===== src/rtl/wb_pkg.sv =====
// ---------------------------------------------------------------------------
// wb_pkg
//   Shared definitions for the writeback arbiter and its result FIFOs.
//   - NUM_WB_PORTS : number of register-file write ports being arbitrated.
//   - DEFAULT_*    : default widths/sizes used by the arbiter and FIFO.
//   - fu_idx_width : width of an index that can name any of num_fu units.
// ---------------------------------------------------------------------------
package wb_pkg;

  localparam int NUM_WB_PORTS       = 3;
  localparam int DEFAULT_TAG_WIDTH  = 6;
  localparam int DEFAULT_DATA_WIDTH = 32;
  localparam int DEFAULT_NUM_FU     = 4;
  localparam int DEFAULT_FIFO_DEPTH = 2;

  // Index width for num_fu units; a single unit still needs one bit.
  function automatic int fu_idx_width(input int num_fu);
    return (num_fu > 1) ? $clog2(num_fu) : 1;
  endfunction

endpackage


===== src/rtl/wb_result_fifo.sv =====
// ---------------------------------------------------------------------------
// wb_result_fifo
//   Small per-FU result buffer holding {tag, data} pairs in push order.
//   Ports:
//     clk, rst            clock, asynchronous active-high reset
//     push, push_tag,     write a new result (ignored while full, even if
//     push_data           a pop happens in the same cycle)
//     pop                 retire the head entry (ignored while empty)
//     head_tag, head_data oldest entry, valid whenever !empty
//     empty, full         occupancy flags (full means count == FIFO_DEPTH)
// ---------------------------------------------------------------------------
module wb_result_fifo
  import wb_pkg::*;
#(
  parameter int TAG_WIDTH  = DEFAULT_TAG_WIDTH,
  parameter int DATA_WIDTH = DEFAULT_DATA_WIDTH,
  parameter int FIFO_DEPTH = DEFAULT_FIFO_DEPTH
) (
  input  logic                  clk,
  input  logic                  rst,
  input  logic                  push,
  input  logic [TAG_WIDTH-1:0]  push_tag,
  input  logic [DATA_WIDTH-1:0] push_data,
  input  logic                  pop,
  output logic [TAG_WIDTH-1:0]  head_tag,
  output logic [DATA_WIDTH-1:0] head_data,
  output logic                  empty,
  output logic                  full
);

  localparam int PTR_W = (FIFO_DEPTH > 1) ? $clog2(FIFO_DEPTH) : 1;
  localparam int CNT_W = $clog2(FIFO_DEPTH + 1);

  logic [TAG_WIDTH-1:0]  tag_mem  [FIFO_DEPTH];
  logic [DATA_WIDTH-1:0] data_mem [FIFO_DEPTH];
  logic [PTR_W-1:0]      rd_ptr;
  logic [PTR_W-1:0]      wr_ptr;
  logic [CNT_W-1:0]      count;
  logic                  do_push;
  logic                  do_pop;

  assign empty   = (count == '0);
  assign full    = (count == CNT_W'(FIFO_DEPTH));
  assign do_push = push & ~full;
  assign do_pop  = pop & ~empty;

  assign head_tag  = tag_mem[rd_ptr];
  assign head_data = data_mem[rd_ptr];

  // NOTE: sequential state is updated with non-blocking assignments so every
  // flop samples the pre-edge value of every other flop, independent of
  // process ordering.
  always_ff @(posedge clk or posedge rst) begin
    if (rst) begin
      rd_ptr <= '0;
      wr_ptr <= '0;
      count  <= '0;
    end else begin
      if (do_push) begin
        wr_ptr <= (wr_ptr == PTR_W'(FIFO_DEPTH - 1)) ? '0 : wr_ptr + 1'b1;
      end
      if (do_pop) begin
        rd_ptr <= (rd_ptr == PTR_W'(FIFO_DEPTH - 1)) ? '0 : rd_ptr + 1'b1;
      end
      case ({do_push, do_pop})
        2'b10:   count <= count + 1'b1;
        2'b01:   count <= count - 1'b1;
        default: count <= count;
      endcase
    end
  end

  // NOTE: the storage array is deliberately not reset; count/pointers define
  // which entries are valid, and leaving the array reset-free lets it map to
  // plain flops or RAM without a reset tree.
  always_ff @(posedge clk) begin
    if (do_push) begin
      tag_mem[wr_ptr]  <= push_tag;
      data_mem[wr_ptr] <= push_data;
    end
  end

endmodule


===== src/rtl/wb_port_arbiter.sv =====
// ---------------------------------------------------------------------------
// wb_port_arbiter
//   Writeback arbiter between NUM_FU execution units and the three write
//   ports of the physical register file. Each FU feeds a small result FIFO;
//   each cycle up to three FIFO heads with mutually distinct tags are granted
//   in round-robin order starting at rr_ptr, and the grants are registered
//   onto the write ports on the same edge that pops the FIFOs.
//   Ports:
//     clk, rst                    clock, asynchronous active-high reset
//     fu_valid_i / fu_ready_o     per-FU push handshake
//     fu_tag_i / fu_data_i        per-FU result, FU i at [i*W +: W]
//     wb_stall_i                  suppresses all grants and pops
//     wrN_en_o/tag_o/data_o       registered write port N (1..3); tag and
//                                 data hold their value while en is low
// ---------------------------------------------------------------------------
module wb_port_arbiter
  import wb_pkg::*;
#(
  parameter int DATA_WIDTH = DEFAULT_DATA_WIDTH,
  parameter int TAG_WIDTH  = DEFAULT_TAG_WIDTH,
  parameter int NUM_FU     = DEFAULT_NUM_FU,
  parameter int FIFO_DEPTH = DEFAULT_FIFO_DEPTH
) (
  input  logic                         clk,
  input  logic                         rst,
  input  logic [NUM_FU-1:0]            fu_valid_i,
  output logic [NUM_FU-1:0]            fu_ready_o,
  input  logic [NUM_FU*TAG_WIDTH-1:0]  fu_tag_i,
  input  logic [NUM_FU*DATA_WIDTH-1:0] fu_data_i,
  input  logic                         wb_stall_i,
  output logic                         wr1_en_o,
  output logic [TAG_WIDTH-1:0]         wr1_tag_o,
  output logic [DATA_WIDTH-1:0]        wr1_data_o,
  output logic                         wr2_en_o,
  output logic [TAG_WIDTH-1:0]         wr2_tag_o,
  output logic [DATA_WIDTH-1:0]        wr2_data_o,
  output logic                         wr3_en_o,
  output logic [TAG_WIDTH-1:0]         wr3_tag_o,
  output logic [DATA_WIDTH-1:0]        wr3_data_o
);

  localparam int FU_W = fu_idx_width(NUM_FU);

  // ---------------------------------------------------------------------
  // Per-FU result FIFOs
  // ---------------------------------------------------------------------
  logic [NUM_FU-1:0]     fifo_push;
  logic [NUM_FU-1:0]     fifo_pop;
  logic [NUM_FU-1:0]     fifo_empty;
  logic [NUM_FU-1:0]     fifo_full;
  logic [TAG_WIDTH-1:0]  head_tag  [NUM_FU];
  logic [DATA_WIDTH-1:0] head_data [NUM_FU];

  // Ready depends only on occupancy, never on this cycle's grant, so a full
  // FIFO refuses a push even in the cycle it is popped.
  assign fu_ready_o = ~fifo_full & {NUM_FU{~rst}};
  assign fifo_push  = fu_valid_i & fu_ready_o;

  for (genvar g = 0; g < NUM_FU; g++) begin : g_fifo
    wb_result_fifo #(
      .TAG_WIDTH  (TAG_WIDTH),
      .DATA_WIDTH (DATA_WIDTH),
      .FIFO_DEPTH (FIFO_DEPTH)
    ) u_fifo (
      .clk       (clk),
      .rst       (rst),
      .push      (fifo_push[g]),
      .push_tag  (fu_tag_i[g*TAG_WIDTH +: TAG_WIDTH]),
      .push_data (fu_data_i[g*DATA_WIDTH +: DATA_WIDTH]),
      .pop       (fifo_pop[g]),
      .head_tag  (head_tag[g]),
      .head_data (head_data[g]),
      .empty     (fifo_empty[g]),
      .full      (fifo_full[g])
    );
  end

  // ---------------------------------------------------------------------
  // Round-robin 3-grant selector with tag-collision masking
  // ---------------------------------------------------------------------
  logic [FU_W-1:0]       rr_ptr;
  logic [FU_W-1:0]       rr_ptr_next;
  logic                  gnt_en   [NUM_WB_PORTS];
  logic [TAG_WIDTH-1:0]  gnt_tag  [NUM_WB_PORTS];
  logic [DATA_WIDTH-1:0] gnt_data [NUM_WB_PORTS];

  // Heads are visited in rotated order rr_ptr, rr_ptr+1, ... and assigned to
  // the next free port, so port 1 always carries the earliest-scanned grant.
  // A head whose tag already went out this cycle is skipped, not blocking
  // the heads scanned after it.
  always_comb begin
    int  idx;
    int  n_gnt;
    logic hit;

    // NOTE: every output of this block gets a default before any conditional
    // logic, which keeps it purely combinational (no inferred latches).
    fifo_pop    = '0;
    rr_ptr_next = rr_ptr;
    for (int p = 0; p < NUM_WB_PORTS; p++) begin
      gnt_en[p]   = 1'b0;
      gnt_tag[p]  = '0;
      gnt_data[p] = '0;
    end
    idx   = 0;
    n_gnt = 0;
    hit   = 1'b0;

    if (!wb_stall_i) begin
      for (int k = 0; k < NUM_FU; k++) begin
        idx = int'(rr_ptr) + k;
        if (idx >= NUM_FU) begin
          idx = idx - NUM_FU;
        end

        hit = 1'b0;
        for (int p = 0; p < NUM_WB_PORTS; p++) begin
          if (p < n_gnt && gnt_tag[p] == head_tag[idx]) begin
            hit = 1'b1;
          end
        end

        if (!fifo_empty[idx] && n_gnt < NUM_WB_PORTS && !hit) begin
          for (int p = 0; p < NUM_WB_PORTS; p++) begin
            if (p == n_gnt) begin
              gnt_en[p]   = 1'b1;
              gnt_tag[p]  = head_tag[idx];
              gnt_data[p] = head_data[idx];
            end
          end
          fifo_pop[idx] = 1'b1;
          // Later grants overwrite this, leaving rr_ptr one past the last
          // FU granted in scan order.
          rr_ptr_next   = (idx == NUM_FU - 1) ? '0 : FU_W'(idx + 1);
          n_gnt         = n_gnt + 1;
        end
      end
    end
  end

  // ---------------------------------------------------------------------
  // rr_ptr and registered write ports
  // ---------------------------------------------------------------------
  logic                  wr_en_q   [NUM_WB_PORTS];
  logic [TAG_WIDTH-1:0]  wr_tag_q  [NUM_WB_PORTS];
  logic [DATA_WIDTH-1:0] wr_data_q [NUM_WB_PORTS];

  always_ff @(posedge clk or posedge rst) begin
    if (rst) begin
      rr_ptr <= '0;
      for (int p = 0; p < NUM_WB_PORTS; p++) begin
        wr_en_q[p]   <= 1'b0;
        wr_tag_q[p]  <= '0;
        wr_data_q[p] <= '0;
      end
    end else begin
      rr_ptr <= rr_ptr_next;
      for (int p = 0; p < NUM_WB_PORTS; p++) begin
        wr_en_q[p] <= gnt_en[p];
        // Tag/data only move on a grant; while en is low they hold.
        if (gnt_en[p]) begin
          wr_tag_q[p]  <= gnt_tag[p];
          wr_data_q[p] <= gnt_data[p];
        end
      end
    end
  end

  assign wr1_en_o   = wr_en_q[0];
  assign wr1_tag_o  = wr_tag_q[0];
  assign wr1_data_o = wr_data_q[0];
  assign wr2_en_o   = wr_en_q[1];
  assign wr2_tag_o  = wr_tag_q[1];
  assign wr2_data_o = wr_data_q[1];
  assign wr3_en_o   = wr_en_q[2];
  assign wr3_tag_o  = wr_tag_q[2];
  assign wr3_data_o = wr_data_q[2];

endmodule


===== config.mk =====
export PLATFORM = sky130hd
export DESIGN_NAME = wb_port_arbiter
export DESIGN_NICKNAME = d
export VERILOG_FILES = /design/src/rtl/wb_pkg.sv /design/src/rtl/wb_result_fifo.sv /design/src/rtl/wb_port_arbiter.sv
export SDC_FILE = /design/constraint.sdc
export NUM_CORES = 1
export LEC_CHECK = 0
export CAP_MARGIN = 5
export CORE_ASPECT_RATIO = 1.5
export CORE_MARGIN = 4
export CORE_UTILIZATION = 29
export CTS_CLUSTER_DIAMETER = 60
export DETAILED_ROUTE_END_ITERATION = 10
export HOLD_SLACK_MARGIN = 0.06
export PLACE_DENSITY_LB_ADDON = 0.1
export SLEW_MARGIN = 20
export SYNTH_ARGS = -nofsm -noshare
export SYNTH_HDL_FRONTEND = slang
export SYNTH_SLANG_ARGS = --single-unit

===== constraint.sdc =====
create_clock -name clk -period 8.7 [get_ports clk]
set_input_delay 1.74 -clock clk [delete_from_list [all_inputs] [get_ports clk]]
set_output_delay 1.74 -clock clk [all_outputs]
set_load 0.02 [all_outputs]

### Yosys cells after proc, flatten, opt, wreduce, memory -nomap -nowiden

Memory sizes are Yosys's and may differ from the RTL's.
Index checks and enable logic that the tools add are counted.

* flip-flop bits (word level): 135
* bits in writable memories: 304
* output and inout port bits: 121
* logic and storage cells: 334
* memories kept: 8

Memory list
* g_fifo[0].u_fifo.data_mem: words 2, bits a word 32, rd ports 1, clocked after memory_dff 0, write ports 1, line wb_result_fifo.sv:35 `logic [DATA_WIDTH-1:0] data_mem [FIFO_DEPTH];`
* g_fifo[1].u_fifo.data_mem: words 2, bits a word 32, rd ports 1, clocked after memory_dff 0, write ports 1, line wb_result_fifo.sv:35
* g_fifo[2].u_fifo.data_mem: words 2, bits a word 32, rd ports 1, clocked after memory_dff 0, write ports 1, line wb_result_fifo.sv:35
* g_fifo[3].u_fifo.data_mem: words 2, bits a word 32, rd ports 1, clocked after memory_dff 0, write ports 1, line wb_result_fifo.sv:35
* g_fifo[0].u_fifo.tag_mem: words 2, bits a word 6, rd ports 1, clocked after memory_dff 0, write ports 1, line wb_result_fifo.sv:34 `logic [TAG_WIDTH-1:0] tag_mem [FIFO_DEPTH];`
* g_fifo[1].u_fifo.tag_mem: words 2, bits a word 6, rd ports 1, clocked after memory_dff 0, write ports 1, line wb_result_fifo.sv:34
* +2 memories

* $add $sub $neg: 29
* $lt $le $gt $ge: 28
* eq/ne operators: 30
* muxes and demuxes: 151
* bitwise operators: 28
* reduce and logical (&&, ||, !) cells: 38

Operators by type and width (count)
* two-way mux 32 bit: 31
* two-way mux 96 bit: 4
* binary-select mux 32 bit (select 2 bit): 4
* == test 32 x 3 -> 1 bit, second input constant: 4
* >= comparator 32 x 1 -> 1 bit, second input constant: 4
* >= comparator 32 x 3 -> 1 bit, second input constant: 4
* < comparator 32 x 4 -> 1 bit, second input constant: 4
* inverter 32 bit: 4
* two-way mux 6 bit: 19
* two-way mux 18 bit: 6
* == test 2 x 32 -> 1 bit, first input constant: 3
* == test 3 x 32 -> 1 bit, first input constant: 3
* zero test 32 bit: 3
* < comparator 1 x 32 -> 1 bit, first input constant: 3
* < comparator 2 x 32 -> 1 bit, first input constant: 3
* < comparator 3 x 32 -> 1 bit, first input constant: 3
* < comparator 32 x 3 -> 1 bit, second input constant: 3
* adder 32 x 2 -> 32 bit, second input constant: 2
* two-way mux 1 bit: 51
* binary-select mux 6 bit (select 2 bit): 4
* == test 6 bit: 7
* two-way mux 4 bit: 8
* logical AND 1 bit: 19
* == test 2 bit, second input constant: 8
* 27 further kinds: 100

### Longest topological paths before layout

Gate-level depths: netlist of run 1.

* depth in word-level cells: 42
* gate-level depth with buffers: 29
* mapped depth without buffers: 24

### By module

From an unflattened synthesis of run 1, not the netlist that was laid out.

* cells, all modules: 1583
* area, all modules: 23373.7 um2

By module, submodules not included
* wb_result_fifo: instances 4, cells an instance 137, area each 2986.6 um2
* wb_port_arbiter: instances 1, cells an instance 1035, area each 11427.2 um2

### Worst setup path before layout of run 1

OpenSTA, ideal clock, no wires.

* path type: flip-flop to flip-flop
* start: register rr_ptr[0]
* end: register g_fifo[0].u_fifo.count[1]
* setup time: 79 ps
* arrival: 6337 ps
* data required time: 8621 ps
* slack: 2284 ps
* cell stages (with the launch flop): 26
* buffers on the path: 5
* period minus slack after synthesis: 6416 ps
* path through: dfrtp_1 inv_2 buf_1 clkbuf_1 clkbuf_1 ha_1 buf_2 or2_2 o22ai_1 nor2_2 xor2_1 nor3_1 a21oi_1 ha_1 o221ai_1 or4_4 a21oi_2 buf_4 nor2_1 a221oi_2 o31a_1 o211ai_1 a211oi_1 ha_1 nor2_1 xor2_1

* longest elaborated chain between the ends: 42

RTL lines
* from (decl): line wb_port_arbiter.sv:81 `logic [FU_W-1:0] rr_ptr;`
* from (signal assigned): line wb_port_arbiter.sv:157 `rr_ptr <= rr_ptr_next;`
* branches (longest 37 deep; another with < comparator 1 x 32 -> 1 bit)
* two-way mux 4 bit *: line wb_port_arbiter.sv:123 `if (!fifo_empty[idx] && n_gnt < NUM_WB_PORTS && !hit) begin`
* two-way mux 4 bit *: line wb_port_arbiter.sv:109 `if (!wb_stall_i) begin`
* AND 1 bit *: line wb_result_fifo.sv:45 `assign do_pop = pop & ~empty;`
* net g_fifo[0].u_fifo.do_pop: line wb_result_fifo.sv:40 `logic do_pop;`
* == test 2 x 1 -> 1 bit or == test 2 bit (tied branches): line wb_result_fifo.sv:65 `case ({do_push, do_pop})`
* case mux 2 bit (2 select lines) or nonzero test 2 bit (tied branches)
* to (signal assigned): line wb_result_fifo.sv:66 `2'b10: count <= count + 1'b1;`
* to (signal assigned): line wb_result_fifo.sv:67 `2'b01: count <= count - 1'b1;`
* to (signal assigned): line wb_result_fifo.sv:68 `default: count <= count;`
* to (decl): line wb_result_fifo.sv:38 `logic [CNT_W-1:0] count;`

Mark *: on every way through the listed nets, which the timed path passes. The select of a mux whose other input is x is not followed.
A chain may end at the register's enable or synchronous reset.

### Final worst setup path of run 1

* start: register rr_ptr[0]
* end: register g_fifo[2].u_fifo.count[1]

* longest elaborated chain between the ends: 42

RTL lines (line)
* branches (longest 37 deep; another with < comparator 1 x 32 -> 1 bit)
* two-way mux 4 bit *: wb_port_arbiter.sv:123
* two-way mux 4 bit *: wb_port_arbiter.sv:109
* AND 1 bit *: wb_result_fifo.sv:45
* net g_fifo[2].u_fifo.do_pop: wb_result_fifo.sv:40
* == test 2 x 1 -> 1 bit or == test 2 bit (tied branches): wb_result_fifo.sv:65
* case mux 2 bit (2 select lines) or nonzero test 2 bit (tied branches)
* to (signal assigned): wb_result_fifo.sv:66
* to (signal assigned): wb_result_fifo.sv:67
* to (signal assigned): wb_result_fifo.sv:68
* to (decl): wb_result_fifo.sv:38

Marks and branches as above.

==> results of run 1 <==
-- cell families (layout without fill, tap and decap cells) --
kind of cell	Yosys count	after routing	synth area share
mux	263	263	0.131
xor+xnor	37	37	0.0143
simple gates	487	487	0.0905
fa+ha+maj	13	13	0.00716
flops	439	439	0.551
compound gates	561	561	0.166
buf+inv	223	484	0.0400
-- worst register-to-register path, cell delays in order (launching register included) --
cell       delay [ns]
dfrtp_4          0.75
inv_4            0.08
ha_2             0.68
nand2b_1         0.24
a2bb2oi_1        0.20
and3_1           0.23
mux2i_1          0.20
nor3_1           0.09
a21oi_1          0.15
buf_4            0.21
ha_1             0.39
o221ai_1         0.28
or4_4            0.50
a21oi_2          0.56
o311ai_0         0.26
a211oi_1         0.39
or2_1            0.37
o211ai_1         0.15
a211oi_1         0.56
ha_1             0.36
nor2_1           0.14
xor2_1           0.17
-- per-stage QoR --
step | hold slack [ns] | std cells | worst slack [ns]
floorplan | 0.461 | 2023 | 2.28
global placement | 0.499 | 3206 | 1.87
detailed placement | 0.506 | 3206 | 1.75
CTS | 0.520 | 3300 | 1.69
global route | 0.527 | 3300 | 1.16
finish | 0.514 | 3300 | 1.65
-- state kept, by name, summed over array words and instances, names as in the netlist --
signal and flops:
g_fifo.u_fifo.count 8, g_fifo.u_fifo.data_mem 256, g_fifo.u_fifo.rd_ptr 4, g_fifo.u_fifo.tag_mem 48
g_fifo.u_fifo.wr_ptr 4, rr_ptr 2, wr1_data_o 32, wr1_en_o 1
wr1_tag_o 6, wr2_data_o 32, wr2_en_o 1, wr2_tag_o 6
wr3_data_o 32, wr3_en_o 1, wr3_tag_o 6
-- area by class of cell --
| class | count | area, um2 | area share |
|---|---|---|---|
| inverters | 68 | 263 | 0.00929 |
| repair buffers | 322 | 3150 | 0.111 |
| flip-flops and latches | 439 | 12500 | 0.442 |
| multi-input cells | 1361 | 9400 | 0.332 |
| well taps | 1016 | 1270 | 0.0449 |
| clock buffers | 61 | 1350 | 0.0478 |
| clock inverters | 33 | 342 | 0.0121 |
-- metal layers --
layer,GRT usage,up-vias,share of wire
met5,0,-,0
met4,0.135,0,0.070
met3,0.0289,199,0.039
met2,0.447,643,0.55
met1,0.237,9041,0.34
li1,-,8078,-
-- path summary, 6_finish.rpt --
kind                                             end  slack [ns]  cells past startpoint
max                        g_fifo[2].u_fifo.count[1]        1.65                     21
min                                   wr2_data_o[28]        0.51                      1
max reg2reg                g_fifo[2].u_fifo.count[1]        1.65                     21
min reg2reg                           wr2_data_o[28]        0.51                      1
max in group asynchronous             wr2_data_o[18]        5.32                      3
min in group asynchronous    g_fifo[0].u_fifo.wr_ptr        1.92                      2
-- cells in the final DEF (no fill, tap or decap), types with 21 or more instances in the layout --
cell type        instances
mux2i_1                160
buf_4                   40
nor2_1                 201
xnor2_1                 21
inv_1                   63
edfxtp_1               304
a222oi_1                42
o22ai_1                 28
nand2_1                156
clkdlybuf4s50_1        278
o21ai_0                133
o211ai_1                40
clkbuf_16               51
a21oi_1                177
o221a_1                 27
o22a_1                  35
mux2_2                  75
nor3_1                  72
dfrtp_1                129
==> flow_summary.ini, run 1 <==
[run_status]
status = finished, final reports clean

[layout]
layout-drive-gt1-share = 0.120
n_fill_cell = 7788
post-route-util = 0.365
syn2layout_area_growth_pct = 24.6
diodes = 0
finalNetCount = 2414
fin_area_mm2 = 0.0283

[route]
num_vias = 18000
first_pass_iters = 8
wirelength_um = 98700
avgViaCountPerCell = 5.44
detail_route.drc_violations = 0
ant_nets = 0
drt-initial-drc-count = 1483
wire_per_inst_um = 29.9

[worst_setup_path]
crit_path_end_kind = register
worstPathMaxFanout = 45
critical_path.max_stage_delay_ns = 0.75
required_ns = 9.23
rr_startpoint = rr_ptr[0]
critPathBufInv = 2
worst-setup-path-type = reg -> reg
crit_arrival_ns = 7.57
slowest_stage = dfrtp_4
crit_start = rr_ptr[0]
cp_top_family = compound AO/OA/AOI/OAI gates
cp-start-kind = register
crit_chain = inv_4 > ha_2 > nand2b_1 > a2bb2oi_1 > and3_1 > mux2i_1 > nor3_1 > a21oi_1 > buf_4 > ha_1 > o221ai_1 > or4_4 > a21oi_2 > o311ai_0 > a211oi_1 > or2_1 > o211ai_1 > a211oi_1 > ha_1 > nor2_1 > xor2_1

[grt]
first_global_vias = 18500
grt_overflow_total = 0
grt_max_degree = 108
antenna_found_initial = 0
grt_pass1_wl_um = 138000
grt_usage = 0.231

[synth]
synth_area_leader_cell = edfxtp_1
synthesis.area_mm2 = 0.0227
avgSynthCellArea_um2 = 11.2
synthFlopType = edfxtp_1
synth.net_count = 2195
synth_top_area_frac = 0.402
synth_edf_count = 304
yosys_warnings = 0
synth.most_common_cell = edfxtp_1
async_flop_share = 0.308
synth_cell_type_count = 75
yosysSeqAreaShare = 0.551
synth_commonest_cells = edfxtp_1 (304), nor2_1 (207), a21oi_1 (179)
synth_cells = 2023
yosys-top-cells-area = edfxtp_1 (40%), dfrtp_1 (15%), mux2i_1 (7.1%)
ys_seq_elements = 439

[clock_tree]
cts_hold_buf = 0
post_cts_buffers = 0
clock_sinks = 439
clk_latency_ns = 0.62
cts-resized-gates = 0
cts_max_level = 2
clockRootBuffer = clkbuf_16
cts.clk_slew.worst_paths_ns = 0.06
clk_path_buf_depth = 3
cts_tree = done
cts_inserted_buffers = 50

[hold_path]
hp-start = wr2_data_o[28]
hold_class = reg -> reg

[sta]
worstMarginPinSlew_ns = 1.08
grt_setup_unrepaired = false
finalClockSkew_ns = 0.0307
timing.final.crit_share = 0.810
finalHoldViolCount = 0
relSlewSlack = 0.278
slew_violations = 0
layout_min_cycle_time_ns = 7.05
fmax_mhz = 142
setup_violations = 0
final.setup.tns_ns = 0

[placement]
numPortBuffers = 279
place_congestion = 0.906
dpl_cell_area_mm2 = 0.0266
place.detailed.hpwl_um = 71500

[run]
max_cap_viol_count = 0

[floorplan]
die_w_um = 237
start_util = 0.293
coreArea_mm2 = 0.0776
ios = 280
rows = 125
die-area_mm2 = 0.0830
die_y_um = 351
Power of run 1 is not shown: default switching activity piles up to over one toggle a cycle in this logic, so the estimate is an artifact.
==> run 2, diff against run 1 <==
==> constraint.sdc (replaced) <==
create_clock -name clk -period 5.85 [get_ports clk]
set_input_delay 1.17 -clock clk [delete_from_list [all_inputs] [get_ports clk]]
set_output_delay 1.17 -clock clk [all_outputs]
set_load 0.02 [all_outputs]
==> flow_summary.ini, run 2 (synthesized netlist as in run 1, its figures left out) <==
[floorplan]
ios = 280
coreArea_mm2 = 0.0776
rows = 125
die_y_um = 351
die-area_mm2 = 0.0830
die_w_um = 237
start_util = 0.293

[grt]
grt_pass1_wl_um = 139000
grt_usage = 0.233
antenna_found_initial = 3
grt_overflow_total = 0
grt_max_degree = 94
first_global_vias = 18900

[clock_tree]
clock_sinks = 439
cts.clk_slew.worst_paths_ns = 0.06
cts_max_level = 2
cts_tree = done
cts_inserted_buffers = 49
cts-resized-gates = 0
cts_hold_buf = 0
post_cts_buffers = 0
clk_latency_ns = 0.62
clk_path_buf_depth = 3
clockRootBuffer = clkbuf_16

[hold_path]
whs_endpoint = wr2_tag_o[2]
hp-start = wr2_tag_o[2]
holdPathStages = 1
hold_class = reg -> reg

[worst_setup_path]
critical_path.max_stage_delay_ns = 0.52
slowest_stage = dfrtp_4
timing.rr.end = g_fifo[1].u_fifo.count[1]
worst-setup-path-type = reg -> reg
reg2reg_slack_ns = 0.17
required_ns = 6.39
crit_arrival_ns = 6.22
cp-start-kind = register
rr_startpoint = rr_ptr[1]
worstPathMaxFanout = 13
crit_chain = inv_1 > ha_4 > nor2_1 > a2bb2oi_1 > and3_1 > mux2i_1 > nor3_2 > a21oi_2 > ha_2 > o221ai_1 > or4_4 > a21oi_2 > buf_4 > o311ai_0 > a211oi_1 > buf_4 > or2_1 > o211ai_1 > a211oi_1 > ha_1 > nor2_1 > xor2_1
crit_path_end_kind = register
ff2ff_path_depth = 22

[sta]
final.setup.tns_ns = 0
fmax_mhz = 176
relSlewSlack = 0.295
layout_min_cycle_time_ns = 5.68
grt_setup_unrepaired = false
timing.final.crit_share = 0.971
finalHoldViolCount = 0
hold_slack_ns = 0.506
finalClockSkew_ns = 0.0204
slew_violations = 0
setup_violations = 0
worstMarginPinSlew_ns = 1.06

[layout]
final_cell_mix = edfxtp_1 (304), clkdlybuf4s50_1 (278), nor2_1 (201), a21oi_1 (176), mux2i_1 (160)
finalNonFillerCells = 3359
reg.largest.list = g_fifo.u_fifo.data_mem x256, g_fifo.u_fifo.tag_mem x48
layout-drive-gt1-share = 0.140
final_common_cell = edfxtp_1
regMostFlops = g_fifo.u_fifo.data_mem
n_fill_cell = 7713
finalNetCount = 2474
syn2layout_area_growth_pct = 26.5
largest_reg_flops = 256

[route]
avgViaCountPerCell = 5.42
ant_nets = 0
wire_per_inst_um = 29.7
num_vias = 18200
first_pass_iters = 6
drt-initial-drc-count = 1513
wirelength_um = 99700
detail_route.drc_violations = 0

[placement]
place_congestion = 0.905
dp.cells = 3267
numPortBuffers = 279
place.detailed.hpwl_um = 73100

[run_status]
status = finished, final reports clean

[run]
max_cap_viol_count = 0
[run 2: cell count changes in the layout (fill, tap and decap cells not counted), sizes merged]
| cell | before | now |
|---|---|---|
| buf | 44 | 105 |
| bufinv | 5 | 1 |
| clkbuf | 61 | 64 |
| clkinvlp | 7 | 4 |
| clkinv | 17 | 19 |
| diode | 0 | 1 |
| inv | 72 | 71 |
[run 2: critical path: cells and delay by family, from the launching register on]
kind	cells	cell delay (ns)
AND/OR/NAND/NOR	6	1.61
flip-flops	1	0.52
multiplexers	1	0.19
XOR/XNOR	1	0.15
buffers and inverters	3	0.48
AO/OA/AOI/OAI	8	1.83
adder cells (fa/ha/maj)	3	0.85
[run 2: worst max-delay path by stage]
stage,startpoint,endpoint
after global routing,rr_ptr[0],wr2_data_o[12]
after global placement,rr_ptr[1],g_fifo[1].u_fifo.count[1]
after CTS,rr_ptr[1],g_fifo[1].u_fifo.count[1]
after detailed placement,rr_ptr[1],g_fifo[1].u_fifo.count[1]
final,rr_ptr[1],g_fifo[1].u_fifo.count[1]
after floorplan,rr_ptr[0],g_fifo[2].u_fifo.count[1]
[run 2: cell type report]
class                           instances  area, um2  share of cell area
Inverter                               68        263             0.00914
Sequential cell                       439      12500               0.436
Tap cell                             1016       1270              0.0442
Clock inverter                         27        205             0.00714
Antenna cell                            1       2.50           0.0000871
Clock buffer                           64       1320              0.0461
Timing Repair Buffer                  383       3720               0.129
Multi-Input combinational cell       1361       9440               0.328
[run 2: stage by stage]
step	utilization	area (um2)	setup slack, ns
2_1_floorplan	-	22700	0.0307
3_3_place_gp	0.350	27200	0.154
3_5_place_dp	0.350	27200	0.141
4_1_cts	0.370	28700	0.0974
5_1_grt	0.370	28700	0.0185
6_report	0.371	28700	0.170
[run 2: layer usage]
metal	share of wire	global-route usage	routed length [um]
met1	0.34	0.239	34300
met2	0.55	0.452	54700
met4	0.070	0.138	6950
met5	0	0	0
met3	0.038	0.0261	3750
Power of run 2 is left out for the same reason.
